`config.mk`:
```
export PLATFORM = sky130hd
export DESIGN_NAME = scytale_encryption
export DESIGN_NICKNAME = d
export VERILOG_FILES = /design/src/rtl/scytale_pkg.sv /design/src/rtl/scytale_idx_gen.sv /design/src/rtl/scytale_encryption.sv
export SDC_FILE = /design/constraint.sdc
export NUM_CORES = 1
export LEC_CHECK = 0
export ABC_AREA = 1
export CAP_MARGIN = 5
export CORE_ASPECT_RATIO = 0.9
export CORE_MARGIN = 2
export CORE_UTILIZATION = 66
export CTS_BUF_LIST = sky130_fd_sc_hd__clkbuf_16
export DETAILED_ROUTE_END_ITERATION = 8
export MAX_ROUTING_LAYER = met4
export PLACE_DENSITY = 0.84
export SYNTH_ARGS = -nofsm -noshare
export SYNTH_HDL_FRONTEND = slang
export SYNTH_SLANG_ARGS = --single-unit
```
`constraint.sdc`:
```
create_clock -name clk -period 12.75 [get_ports clk]
set_input_delay 2.55 -clock clk [delete_from_list [all_inputs] [get_ports clk]]
set_output_delay 2.55 -clock clk [all_outputs]
set_load 0.03 [all_outputs]
```
`src/rtl/scytale_pkg.sv`:
```
// Shared constants and FSM encoding for the scytale encryption/decryption pair.
// Widths of the buffer pointer and the N*M product are derived here.
package scytale_pkg;

  localparam int D_WIDTH       = 8;
  localparam int KEY_WIDTH     = 8;
  localparam int MAX_NOF_CHARS = 50;
  localparam int LEN_W         = 2 * KEY_WIDTH;
  localparam int CNT_W         = $clog2(MAX_NOF_CHARS + 1);

  localparam logic [D_WIDTH-1:0] START_TOKEN = 8'hFA;
  localparam logic [CNT_W-1:0]   CNT_MAX     = CNT_W'(MAX_NOF_CHARS);

  typedef enum logic [1:0] {
    COLLECT = 2'd0,
    EMIT    = 2'd1,
    DRAIN   = 2'd2
  } state_e;

endpackage

```
`src/rtl/scytale_idx_gen.sv`:
```
// Column-major read index generator for a row-major N x M buffer.
// Walks col 0..N-1, row 0..M-1 using only adds; one step per cycle while active.
module scytale_idx_gen
  import scytale_pkg::*;
(
  input  logic                 clk,
  input  logic                 rst_n,
  input  logic                 start_i,
  input  logic [KEY_WIDTH-1:0] n_i,
  input  logic [KEY_WIDTH-1:0] m_i,
  output logic [CNT_W-1:0]     idx_o,
  output logic                 last_o
);

  logic                 active_q, active_d;
  logic [KEY_WIDTH-1:0] row_q, row_d;
  logic [KEY_WIDTH-1:0] col_q, col_d;
  logic [CNT_W-1:0]     idx_q, idx_d;
  logic [KEY_WIDTH-1:0] m_last;
  logic [KEY_WIDTH-1:0] n_last;

  assign m_last = m_i - 1'b1;
  assign n_last = n_i - 1'b1;
  assign last_o = active_q && (row_q == m_last) && (col_q == n_last);
  assign idx_o  = idx_q;

  // Only started when N*M fits the buffer, so every index stays below CNT_W range.
  always_comb begin
    active_d = active_q;
    row_d    = row_q;
    col_d    = col_q;
    idx_d    = idx_q;
    if (start_i) begin
      active_d = 1'b1;
      row_d    = '0;
      col_d    = '0;
      idx_d    = '0;
    end else if (active_q) begin
      if (last_o) begin
        active_d = 1'b0;
      end
      if (row_q == m_last) begin
        row_d = '0;
        col_d = col_q + 1'b1;
        idx_d = CNT_W'(col_q) + CNT_W'(1);
      end else begin
        row_d = row_q + 1'b1;
        idx_d = idx_q + CNT_W'(n_i);
      end
    end
  end

  always_ff @(posedge clk) begin
    if (!rst_n) begin
      active_q <= 1'b0;
      row_q    <= '0;
      col_q    <= '0;
      idx_q    <= '0;
    end else begin
      active_q <= active_d;
      row_q    <= row_d;
      col_q    <= col_d;
      idx_q    <= idx_d;
    end
  end

endmodule

```
`src/rtl/scytale_encryption.sv`:
```
// Scytale encryptor: buffers plaintext row-wise until START_TOKEN, then emits it
// column-wise one byte per cycle. Length/key mismatches discard the buffer.
module scytale_encryption
  import scytale_pkg::*;
(
  input  logic                 clk,
  input  logic                 rst_n,
  input  logic [D_WIDTH-1:0]   data_i,
  input  logic                 valid_i,
  input  logic [KEY_WIDTH-1:0] key_N,
  input  logic [KEY_WIDTH-1:0] key_M,
  output logic [D_WIDTH-1:0]   data_o,
  output logic                 valid_o,
  output logic                 busy
);

  // Handshake: no backpressure. A byte is taken on any posedge with valid_i=1
  // and busy=0; data_o is meaningful only on cycles with valid_o=1.

  state_e               state_q, state_d;
  logic [CNT_W-1:0]     count_q, count_d;
  logic [KEY_WIDTH-1:0] n_q, n_d;
  logic [KEY_WIDTH-1:0] m_q, m_d;
  logic [D_WIDTH-1:0]   data_o_q, data_o_d;
  logic                 valid_o_q, valid_o_d;
  logic [D_WIDTH-1:0]   mem_q [MAX_NOF_CHARS];

  logic                 wr_en;
  logic                 idx_start;
  logic [CNT_W-1:0]     idx;
  logic                 idx_last;
  logic                 accept;
  logic                 is_token;
  logic [LEN_W-1:0]     len;
  logic                 len_ok;

  // busy covers the final valid_o cycle, which is issued after state returns to COLLECT.
  assign busy     = (state_q != COLLECT) || valid_o_q;
  assign accept   = valid_i && !busy;
  assign is_token = (data_i == START_TOKEN);
  assign len      = LEN_W'(key_N) * LEN_W'(key_M);
  assign len_ok   = (len == LEN_W'(count_q)) && (key_N != '0) && (key_M != '0);

  assign data_o  = data_o_q;
  assign valid_o = valid_o_q;

  scytale_idx_gen u_idx_gen (
    .clk     (clk),
    .rst_n   (rst_n),
    .start_i (idx_start),
    .n_i     (n_q),
    .m_i     (m_q),
    .idx_o   (idx),
    .last_o  (idx_last)
  );

  always_comb begin
    state_d   = state_q;
    count_d   = count_q;
    n_d       = n_q;
    m_d       = m_q;
    data_o_d  = data_o_q;
    valid_o_d = 1'b0;
    wr_en     = 1'b0;
    idx_start = 1'b0;
    case (state_q)
      COLLECT: begin
        if (accept) begin
          if (is_token) begin
            n_d = key_N;
            m_d = key_M;
            if (len_ok) begin
              state_d   = EMIT;
              idx_start = 1'b1;
            end else begin
              state_d = DRAIN;
            end
          end else if (count_q != CNT_MAX) begin
            wr_en   = 1'b1;
            count_d = count_q + 1'b1;
          end
        end
      end
      EMIT: begin
        valid_o_d = 1'b1;
        data_o_d  = mem_q[idx];
        if (idx_last) begin
          state_d = COLLECT;
          count_d = '0;
        end
      end
      DRAIN: begin
        count_d = '0;
        state_d = COLLECT;
      end
      default: begin
        state_d = COLLECT;
        count_d = '0;
      end
    endcase
  end

  always_ff @(posedge clk) begin
    if (!rst_n) begin
      state_q   <= COLLECT;
      count_q   <= '0;
      n_q       <= '0;
      m_q       <= '0;
      data_o_q  <= '0;
      valid_o_q <= 1'b0;
    end else begin
      state_q   <= state_d;
      count_q   <= count_d;
      n_q       <= n_d;
      m_q       <= m_d;
      data_o_q  <= data_o_d;
      valid_o_q <= valid_o_d;
    end
  end

  // Buffer contents are don't-care after reset, so no reset on the array.
  always_ff @(posedge clk) begin
    if (wr_en) begin
      mem_q[count_q] <= data_i;
    end
  end

endmodule

```
==> run_results.csv, run 1 <==
group,metric,value,unit
status,status,"complete, no violations",
die,core,0.0321,mm2
layout,postLayoutCoreUtil,0.734,
cts,cts_max_path_buffers,3,
critical_path,end_kind,"flop",
die,rows,62,
logic_synthesis,ys_top_cells_by_area,"edfxtp_1 56%, nor2_1 6.1%, dfxtp_1 5.2%, o21ai_0 5.0%, fa_1 3.4%",
die,boundaryPins,37,
die,initial_utilization,0.674,
cts,path_clk_slew,0.07,ns
cts,tritoncts,"done",
sta,tns,0,ns
sta,slew_headroom,0.309,
global_route,gr-total-overflow,0,
logic_synthesis,synthDistinctLibCells,48,
global_route,grt_max_degree,103,
critical_path,worstPathCellList,"clkdlybuf4s50_1 > nand2_1 > inv_1 > fa_1 > inv_1 > fa_1 > fa_1 > fa_1 > inv_1 > ha_1 > inv_1 > o21ai_1 > a21oi_1 > nand2_2 > nand2_2 > nand2_1 > nand2_1 > nand2_1 > nor2_2 > nand4_1 > nand2_2 > nor2_1",
placed_design,dp_hpwl,31500,um
logic_synthesis,synth_most_common_cell,"edfxtp_1",
routing,drcViolationCount,0,
global_route,antenna_found_initial,0,
logic_synthesis,synthTopCellsByCount,"400 x edfxtp_1, 350 x nor2_1, 217 x o21ai_0",
power_and_ir_drop,power.leakage,8.80,nW
sta,finalClockSkew,0.00953,ns
critical_path,crit_type,"input pin to flop",
sta,slew_viol_final,0,
logic_synthesis,netlist_instances,2026,
logic_synthesis,ys_seq_area_frac,0.607,
routing,detailroute.via_count,15523,
logic_synthesis,synthFlopType,"edfxtp_1",
logic_synthesis,ys_ff_latch,456,
min_path,hp-class,"flop to flop",
power_and_ir_drop,totalPowerFinal,0.00333,W
power_and_ir_drop,power_density,141,mW/mm2
critical_path,worstPathArrival,7.53,ns
layout,nets,2124,
cts,postCtsResizedCells,0,
power_and_ir_drop,ir_drop,0.132,mV
cts,clock_sinks,456,
routing,dr.pass1.iters,6,
critical_path,worst_path_largest_cell_delay,0.60,ns
logic_synthesis,synth_edf_count,400,
die,die_w,195,um
cts,insertion_delay,0.56,ns
logic_synthesis,syn_nets,2137,
routing,via_per_inst,6.30,
cts,cts_hold_buf,0,
layout,final.fill_count,2072,
logic_synthesis,synth_top_area_cell,"edfxtp_1",
sta,fin_crit,7.11,ns
sta,rsz0062_at_grt,"no",
flow_run,maxCapViolations,0,
routing,postRouteWirelength,51900,um
routing,wl_per_cell,21.0,um
critical_path,crit_path_max_fanout,22,
routing,first_iter_violations,2119,
critical_path,slowest_stage,"clkdlybuf4s50_1",
cts,post_cts_buffers,0,
global_route,grt_pass1_wl,81500,um
cts,h-tree-depth,2,
critical_path,critPathLaunchType,"input pin",
logic_synthesis,yosysWarnings,0,
routing,drtAntennaViolNets,0,
logic_synthesis,ys_async_sr_fraction,0,
critical_path,crit_required,13.17,ns
sta,hold_violations,0,
cts,clockRootBuffer,"clkbuf_16",
cts,cts_buffers,44,
logic_synthesis,synth_top_area_frac,0.555,
die,dieHeight,176,um
global_route,grtUsageTotal,0.317,
sta,fmax,0.141,GHz
layout,syn2layout_area_growth,8.89,%
layout,drive_gt1_frac,0.0752,
placed_design,io_buffers,36,
logic_synthesis,synth_area,0.0216,mm2
global_route,grt_pass1_vias,15100,
sta,setup_viol,0,
die,die_area,0.0342,mm2
placed_design,place.gp.congestion,0.900,
layout,antenna_cells,0,
sta,finalCritPeriodShare,0.558,
sta,tightest_slew,1.04,ns
logic_synthesis,avgSynthCellArea,10.7,um2
-- cell type report --
type	count	area (um2)	area share
clock buffers	45	1130	0.0478
repair buffers	55	463	0.0197
inverters	182	686	0.0291
flip-flops and latches	456	13100	0.558
multi-input cells	1274	7290	0.309
clock inverters	37	334	0.0142
well taps	416	520	0.0221
-- per-layer routing --
metal / routed length, um / track usage / vias up
met3: 5450 / 0.0557 / 137
met4: 1580 / 0.106 / 0
met2: 24500 / 0.499 / 892
met5: 0 / - / -
met1: 20300 / 0.424 / 7461
li1: - / - / 7033
-- stage by stage --
stage	instance area, um2	instances	setup WS, ns	hold slack [ns]
6_report	23600	2465	5.64	0.568
5_1_grt	23600	2465	5.28	0.600
4_1_cts	23600	2465	5.68	0.548
3_5_place_dp	22100	2383	5.07	0.537
3_3_place_gp	22100	2383	5.16	0.531
2_1_floorplan	21600	2026	6.31	0.490
-- power by group --
group          internal [W]  switching (W)  total [W]
clock              0.000766       0.000558    0.00132
sequential          0.00163     0.00000273    0.00163
combinational      0.000130       0.000244   0.000374
-- cell families after synthesis --
family | count (synthesis) | synth area share
multiplexers | 6 | 0.00278
AND/OR/NAND/NOR | 767 | 0.153
flip-flops | 456 | 0.607
adder cells (fa/ha/maj) | 84 | 0.0614
buffers and inverters | 296 | 0.0562
AO/OA/AOI/OAI | 380 | 0.104
XOR/XNOR | 37 | 0.0156
-- worst max-delay path, delay by kind of cell --
family / cells / cell delay (ns)
compound gates: 2 / 0.34
simple gates: 10 / 1.49
fa+ha+maj: 5 / 2.30
buf+inv: 5 / 0.85
-- state kept, by name, summed over array words and instances (netlist names) --
register and flops:
u_idx_gen.idx_o 6, m_q 8, valid_o 1, n_q 8, data_o 8, u_idx_gen.row_q 8
count_q 6, u_idx_gen.active_q 1, state_q 2, u_idx_gen.col_q 8, mem_q 400
-- cell usage in the layout, fill, tap and decap left out, types with 32 or more instances in the layout --
cell type,Yosys,routed
edfxtp_1,400,400
nor2_1,350,350
o21ai_0,217,217
nand2_1,197,197
inv_1,174,179
nand3_1,132,132
o221ai_1,61,61
dfxtp_1,56,53
ha_1,47,47
clkbuf_16,0,45
a21oi_1,44,44
fa_1,37,37
o211ai_1,32,32
-- path summary, 6_finish.rpt --
check	endpoint	slack, ns	cells after the start	startpoint
setup reg to reg	data_o[2]$_SDFFE_PN0P_	9.00	10	u_idx_gen.idx_o[0]$_SDFFE_PP0P_
setup / recovery	u_idx_gen.row_q[7]$_SDFFE_PP0P_	5.64	22	key_N[6]
hold / removal	count_q[5]$_SDFFE_PN0P_	0.57	2	count_q[5]$_SDFFE_PN0P_
hold reg to reg	count_q[5]$_SDFFE_PN0P_	0.57	2	count_q[5]$_SDFFE_PN0P_
Power figures use the tool's default switching activity.
==> inputs of run 2 (changes only) <==
--- a/config.mk
+++ b/config.mk
@@ -9,11 +9,11 @@
 export CAP_MARGIN = 5
 export CORE_ASPECT_RATIO = 0.9
 export CORE_MARGIN = 2
-export CORE_UTILIZATION = 66
+export CORE_UTILIZATION = 57
 export CTS_BUF_LIST = sky130_fd_sc_hd__clkbuf_16
 export DETAILED_ROUTE_END_ITERATION = 8
 export MAX_ROUTING_LAYER = met4
-export PLACE_DENSITY = 0.84
+export PLACE_DENSITY = 0.77
 export SYNTH_ARGS = -nofsm -noshare
 export SYNTH_HDL_FRONTEND = slang
 export SYNTH_SLANG_ARGS = --single-unit
==> constraint.sdc (replaced) <==
create_clock -name clk -period 5.9 [get_ports clk]
set_input_delay 1.18 -clock clk [delete_from_list [all_inputs] [get_ports clk]]
set_output_delay 1.18 -clock clk [all_outputs]
set_load 0.03 [all_outputs]
==> run 2 against run 1 <==
Against the previous run:
- first-iteration DRC count is 13% lower
- critical path type unchanged
- global-route usage is 4.1 points lower
- via count is 1.5% lower
- hold slack worse by 0.0077 ns
- clock power is 110% higher
- sequential power is 120% higher
- routed wire length is 0.19% lower
- critical path depth is 1 higher
- largest cell class unchanged
- non-clock buffer count is 20 higher
- highest routed layer unchanged
- core utilization is 9.6 points lower
- combinational power is 120% higher
==> run_results.csv, run 2 (same netlist as run 1, synthesis figures left out) <==
group,metric,value,unit
power_and_ir_drop,clkPwrFrac,0.390,
min_path,hp-start,"u_idx_gen.col_q[7]$_SDFFE_PP0P_",
status,status,"complete, no violations",
sta,slew_viol_final,0,
layout,nets,2145,
cts,path_clk_slew,0.06,ns
layout,antenna_cells,0,
die,boundaryPins,37,
critical_path,crit_type,"input pin to flop",
critical_path,r2r_slack,2.87,ns
die,core,0.0373,mm2
sta,slew_headroom,0.248,
layout,largest_register_ffs,400,
cts,cts_hold_buf,0,
power_and_ir_drop,intPower,0.00541,W
critical_path,worst_path_largest_cell_delay,0.57,ns
routing,postRouteWirelength,51800,um
flow_run,maxCapViolations,0,
sta,finalClockSkew,0.0207,ns
power_and_ir_drop,totalPowerFinal,0.00714,W
global_route,grt_max_degree,171,
routing,wl_per_cell,20.3,um
critical_path,crit_required,6.33,ns
sta,setup_ws,0.511,ns
routing,routed-wl-met2,23800,um
critical_path,slowest_stage,"clkdlybuf4s50_1",
die,die_w,209,um
global_route,grt_pass1_vias,14959,
power_and_ir_drop,power_density,300,mW/mm2
routing,dr.pass1.iters,6,
critical_path,r2r_cells,7,
placed_design,io_buffers,36,
placed_design,place_inst,2470,
global_route,grt_pass1_wl,81800,um
critical_path,crit_path_max_fanout,22,
routing,drtAntennaViolNets,0,
sta,tightest_slew,1.13,ns
cts,cts_max_path_buffers,3,
layout,final_common_cell,"edfxtp_1",
layout,layout.cells.non_filler,2553,
global_route,antenna_found_initial,0,
layout,regMostFlops,"mem_q",
placed_design,dp_hpwl,31900,um
critical_path,r2r_start,"state_q[1]$_SDFFE_PN0P_",
cts,h-tree-depth,2,
power_and_ir_drop,combPwrFrac,0.117,
min_path,min_path_cells,2,
min_path,whs_endpoint,"u_idx_gen.col_q[7]$_SDFFE_PP0P_",
sta,hold_violations,0,
critical_path,end_kind,"flop",
power_and_ir_drop,switchingPower,0.00174,W
die,die_area,0.0395,mm2
sta,fin_crit,5.39,ns
die,rows,67,
routing,highest_layer,"met4",
sta,tns,0,ns
layout,drive_gt1_frac,0.0836,
cts,clockRootBuffer,"clkbuf_16",
routing,drcViolationCount,0,
placed_design,place_ws,-0.0141,ns
routing,detailroute.via_count,15295,
power_and_ir_drop,seqPwrFrac,0.493,
layout,final_cell_mix,"400 x edfxtp_1, 350 x nor2_1, 217 x o21ai_0",
cts,post_cts_buffers,0,
cts,tritoncts,"done",
critical_path,critPathLaunchType,"input pin",
sta,fmax,0.186,GHz
cts,postCtsResizedCells,0,
critical_path,worstPathArrival,5.82,ns
die,dieHeight,189,um
routing,met3_length,5060,um
global_route,grtUsageTotal,0.275,
cts,cts_buffers,45,
routing,first_iter_violations,1852,
layout,syn2layout_area_growth,10.0,%
layout,regArea,0.0131,mm2
routing,wl_met1,21200,um
critical_path,crit_buf_inv,6,
critical_path,worstPathCellList,"clkdlybuf4s50_1 > nand2_1 > inv_1 > fa_1 > inv_1 > fa_1 > fa_1 > fa_1 > inv_1 > ha_1 > inv_1 > o21ai_1 > a21oi_1 > nand2_2 > nand2_2 > nand2_1 > nand2_1 > nand2_1 > nor2_2 > nand4_1 > nand2_2 > buf_12 > nor2_2",
cts,clock_sinks,456,
placed_design,place.gp.congestion,0.877,
global_route,gr-total-overflow,0,
die,initial_utilization,0.580,
power_and_ir_drop,power.leakage,8.90,nW
sta,rsz0062_at_grt,"no",
layout,final.fill_count,2775,
sta,setup_viol,0,
critical_path,cp_top_family,"adder cells",
power_and_ir_drop,ir_drop,0.198,mV
routing,via_per_inst,5.99,
sta,finalCritPeriodShare,0.913,
min_path,hp-class,"flop to flop",
critical_path,r2r_end,"mem_q[18][6]$_DFFE_PP_",
layout,multi_input_area,0.00729,mm2
cts,insertion_delay,0.56,ns
power_and_ir_drop,p_sw_frac,0.243,
==> run 2: changes by cell type in the layout (fill, tap and decap cells not counted), moves of 2 or more <==
cell	previous run	this run
inv_1	179	182
buf_12	0	2
inv_6	4	2
buf_4	19	37
bufinv_16	6	4
clkinvlp_4	0	2
==> run 2: tightest hold or removal path: stages (launching register included) <==
cell	delay, ns
dfxtp_1	0.36
xor2_1	0.09
nor2_1	0.08
==> run 2: cell type report <==
| class | instances | share of cell area |
|---|---|---|
| clock inverter | 37 | 0.0122 |
| sequential | 456 | 0.552 |
| timing repair buffer | 75 | 0.0268 |
| multi-input combinational | 1274 | 0.306 |
| clock buffer | 46 | 0.0484 |
| tap | 483 | 0.0254 |
| inverter | 182 | 0.0288 |
==> run 2: worst max-delay path by stage <==
| stage | slack [ns] | to | depth (start not counted) | start |
|---|---|---|---|---|
| 6_report | 0.51 | u_idx_gen.col_q[6]$_SDFFE_PP0P_ | 23 | key_N[4] |
| 3_3_place_gp | 0.12 | u_idx_gen.row_q[7]$_SDFFE_PP0P_ | 23 | key_M[2] |
| 3_5_place_dp | -0.01 | u_idx_gen.row_q[7]$_SDFFE_PP0P_ | 23 | key_N[4] |
| 4_1_cts | 0.55 | u_idx_gen.col_q[6]$_SDFFE_PP0P_ | 21 | key_M[3] |
| 2_1_floorplan | 0.83 | u_idx_gen.col_q[5]$_SDFFE_PP0P_ | 23 | key_N[6] |
| 5_1_grt | 0.24 | u_idx_gen.col_q[6]$_SDFFE_PP0P_ | 23 | key_N[4] |
==> run 2: power by group through the flow <==
stage,sequential [W],combinational (W),clock [W]
global placement,0.00359,0.000797,0
global route,0.00352,0.000976,0.00293
detailed placement,0.00359,0.000824,0
CTS,0.00352,0.000828,0.00280
floorplan,0.00359,0.000590,0
finish,0.00352,0.000837,0.00279
==> run 2: stage by stage <==
stage	util	instance area, um2	hold slack, ns
after CTS	0.638	23800	0.557
after detailed placement	0.599	22400	0.544
after global routing	0.638	23800	0.587
after global placement	0.599	22400	0.527
final	0.638	23800	0.561
after floorplan	-	21600	0.490
==> run 2: routing by layer <==
layer	track usage	up-vias
met5	-	-
li1	-	7078
met2	0.421	745
met1	0.372	7347
met4	0.102	0
met3	0.0497	125
==> RTL edit, RTL diff (settings of run 2) <==
Change the package constant `D_WIDTH` from 8 to 12.
--- a/src/rtl/scytale_pkg.sv
+++ b/src/rtl/scytale_pkg.sv
@@ -3,5 +3,5 @@
 package scytale_pkg;
 
-  localparam int D_WIDTH       = 8;
+  localparam int D_WIDTH       = 12;
   localparam int KEY_WIDTH     = 8;
   localparam int MAX_NOF_CHARS = 50;
Interface: changed (resized data_i and data_o); port bits go from 37 to 45. The function was not compared with the original's and may differ.
==> RTL edit against run 2 <==
  * Synthesized cell count increased by 30%
  * Non-clock buffer count increased by 44
  * Total power grew 40%
  * Highest routed layer unchanged
  * Setup slack better by 14 ps
  * Critical path depth is 3 higher
  * Cell count rose by 33%
  * Design area is 37% higher
  * Wire length is 44% higher
  * Sequential cell count up 204
  * Synthesized area increased by 36%
==> RTL edit: results (changes against run 2) <==
status=complete, no violations (unchanged); P_leak=11.8 nW (was 8.90 nW); dpl cells=3262 (was 2470); post-synthesis compound-gate area fraction=10.7% (was 10.4%); Worst R2R End=data_o[8] (was mem_q[18][6]); clk pwr=4.03 mW (was 2.79 mW); share of cells above drive strength 1=7.36% (was 8.36%); placed wire-length estimate=43700 um (was 31900 um); Net Switching=2.28 mW (was 1.74 mW); FF-to-FF Start=u_idx_gen.idx_o[0] (was state_q[1]); Commonest cells post-synth=edfxtp_1, nor2_1, o21ai_0 (unchanged); XOR/XNOR share of the synthesized area=1.31% (was 1.56%); Clk Latency, worst-skew pair=610 ps (was 560 ps); Min Hold Slack=469 ps (was 561 ps); initial antenna violation count=1 (was 0); Placer Congestion=0.918 (was 0.877); pre-CTS setup slack=-39.6 ps (was -14.1 ps); Port-buffer cells=44 (was 36); reg2reg setup slack=2550 ps (was 2870 ps); Worst VDD drop=0.243 mV (was 0.198 mV); total wire length=74400 um (was 51800 um); per-cell routed wire length=22.0 um (was 20.3 um); min cycle time layout=5370 ps (was 5390 ps); hold path cells=1 (was 2); sequential-to-total area share from yosys stat=65.3% (was 60.7%); EDFF count, synth=600 (was 400); reg2reg path depth=10 (was 7); Post-DP Area=30600 um^2 (was 22400 um^2); htree depth=3 (was 2); Tot GR Track Use=28.9% (was 27.5%); Hold Path End=valid_o (was u_idx_gen.col_q[7]); Hold Startpoint=state_q[1] (was u_idx_gen.col_q[7]); CTS buffer count=66 (was 45); post-synthesis mux area share=0.170% (was 0.278%); DR iter-0 viols=2775 (was 1852); fraction of the mapped netlist area in adder cells=4.51% (was 6.14%); pin count of the biggest net entering global routing=184 (was 171); max reg flops=600 (was 400); synth unique cells=38 (was 48); TritonRoute pass-1 iters=6 (unchanged); average size of a mapped cell=11.2 um^2 (was 10.7 um^2); Nets=2767 (was 2145); Mapped Nets=2739 (was 2137); top cells by area, synth=edfxtp_1, nor2_1, o21ai_0 (was edfxtp_1, nor2_1, dfxtp_1); Setup Skew=23.0 ps (was 20.7 ps); P_comb=821 uW (was 837 uW); vias in the first global route=20200 (was 15000); clock share of power=40.4% (was 39.0%); DR vias=20600 (was 15300); crit path capture=u_idx_gen.row_q[0] (was u_idx_gen.col_q[6])
## RTL edit: critical path: stages
cell and delay [ps]:
clkdlybuf4s50_1 630, buf_4 190, nand2_1 80, fa_1 430
inv_1 80, fa_1 410, inv_1 90, fa_1 420
fa_1 500, inv_1 40, ha_1 310, nand2_1 70
nand2_1 50, inv_1 90, nor2_1 50, nor2_1 110
nand2_1 80, nand2_1 80, nand2_1 60, nand2_1 60
nand2_1 50, nor2_1 140, nand4_1 230, nand2_1 200
buf_12 180, nor2_1 50
## RTL edit: area by class of cell
class | count | area, um^2
fillers | 3750 | 18100
flip-flops and latches | 660 | 19200
diodes | 1 | 2.50
well taps | 680 | 851
inverters | 184 | 701
clock buffers | 68 | 1700
repair buffers | 119 | 981
clock inverters | 50 | 358
multi-input cells | 1621 | 8840
## RTL edit: metal layers
layer	wire length, um	GRT usage, %
met4	2310	10.4
met3	7630	6.07
met5	0	-
met2	34000	44.0
met1	30400	38.9
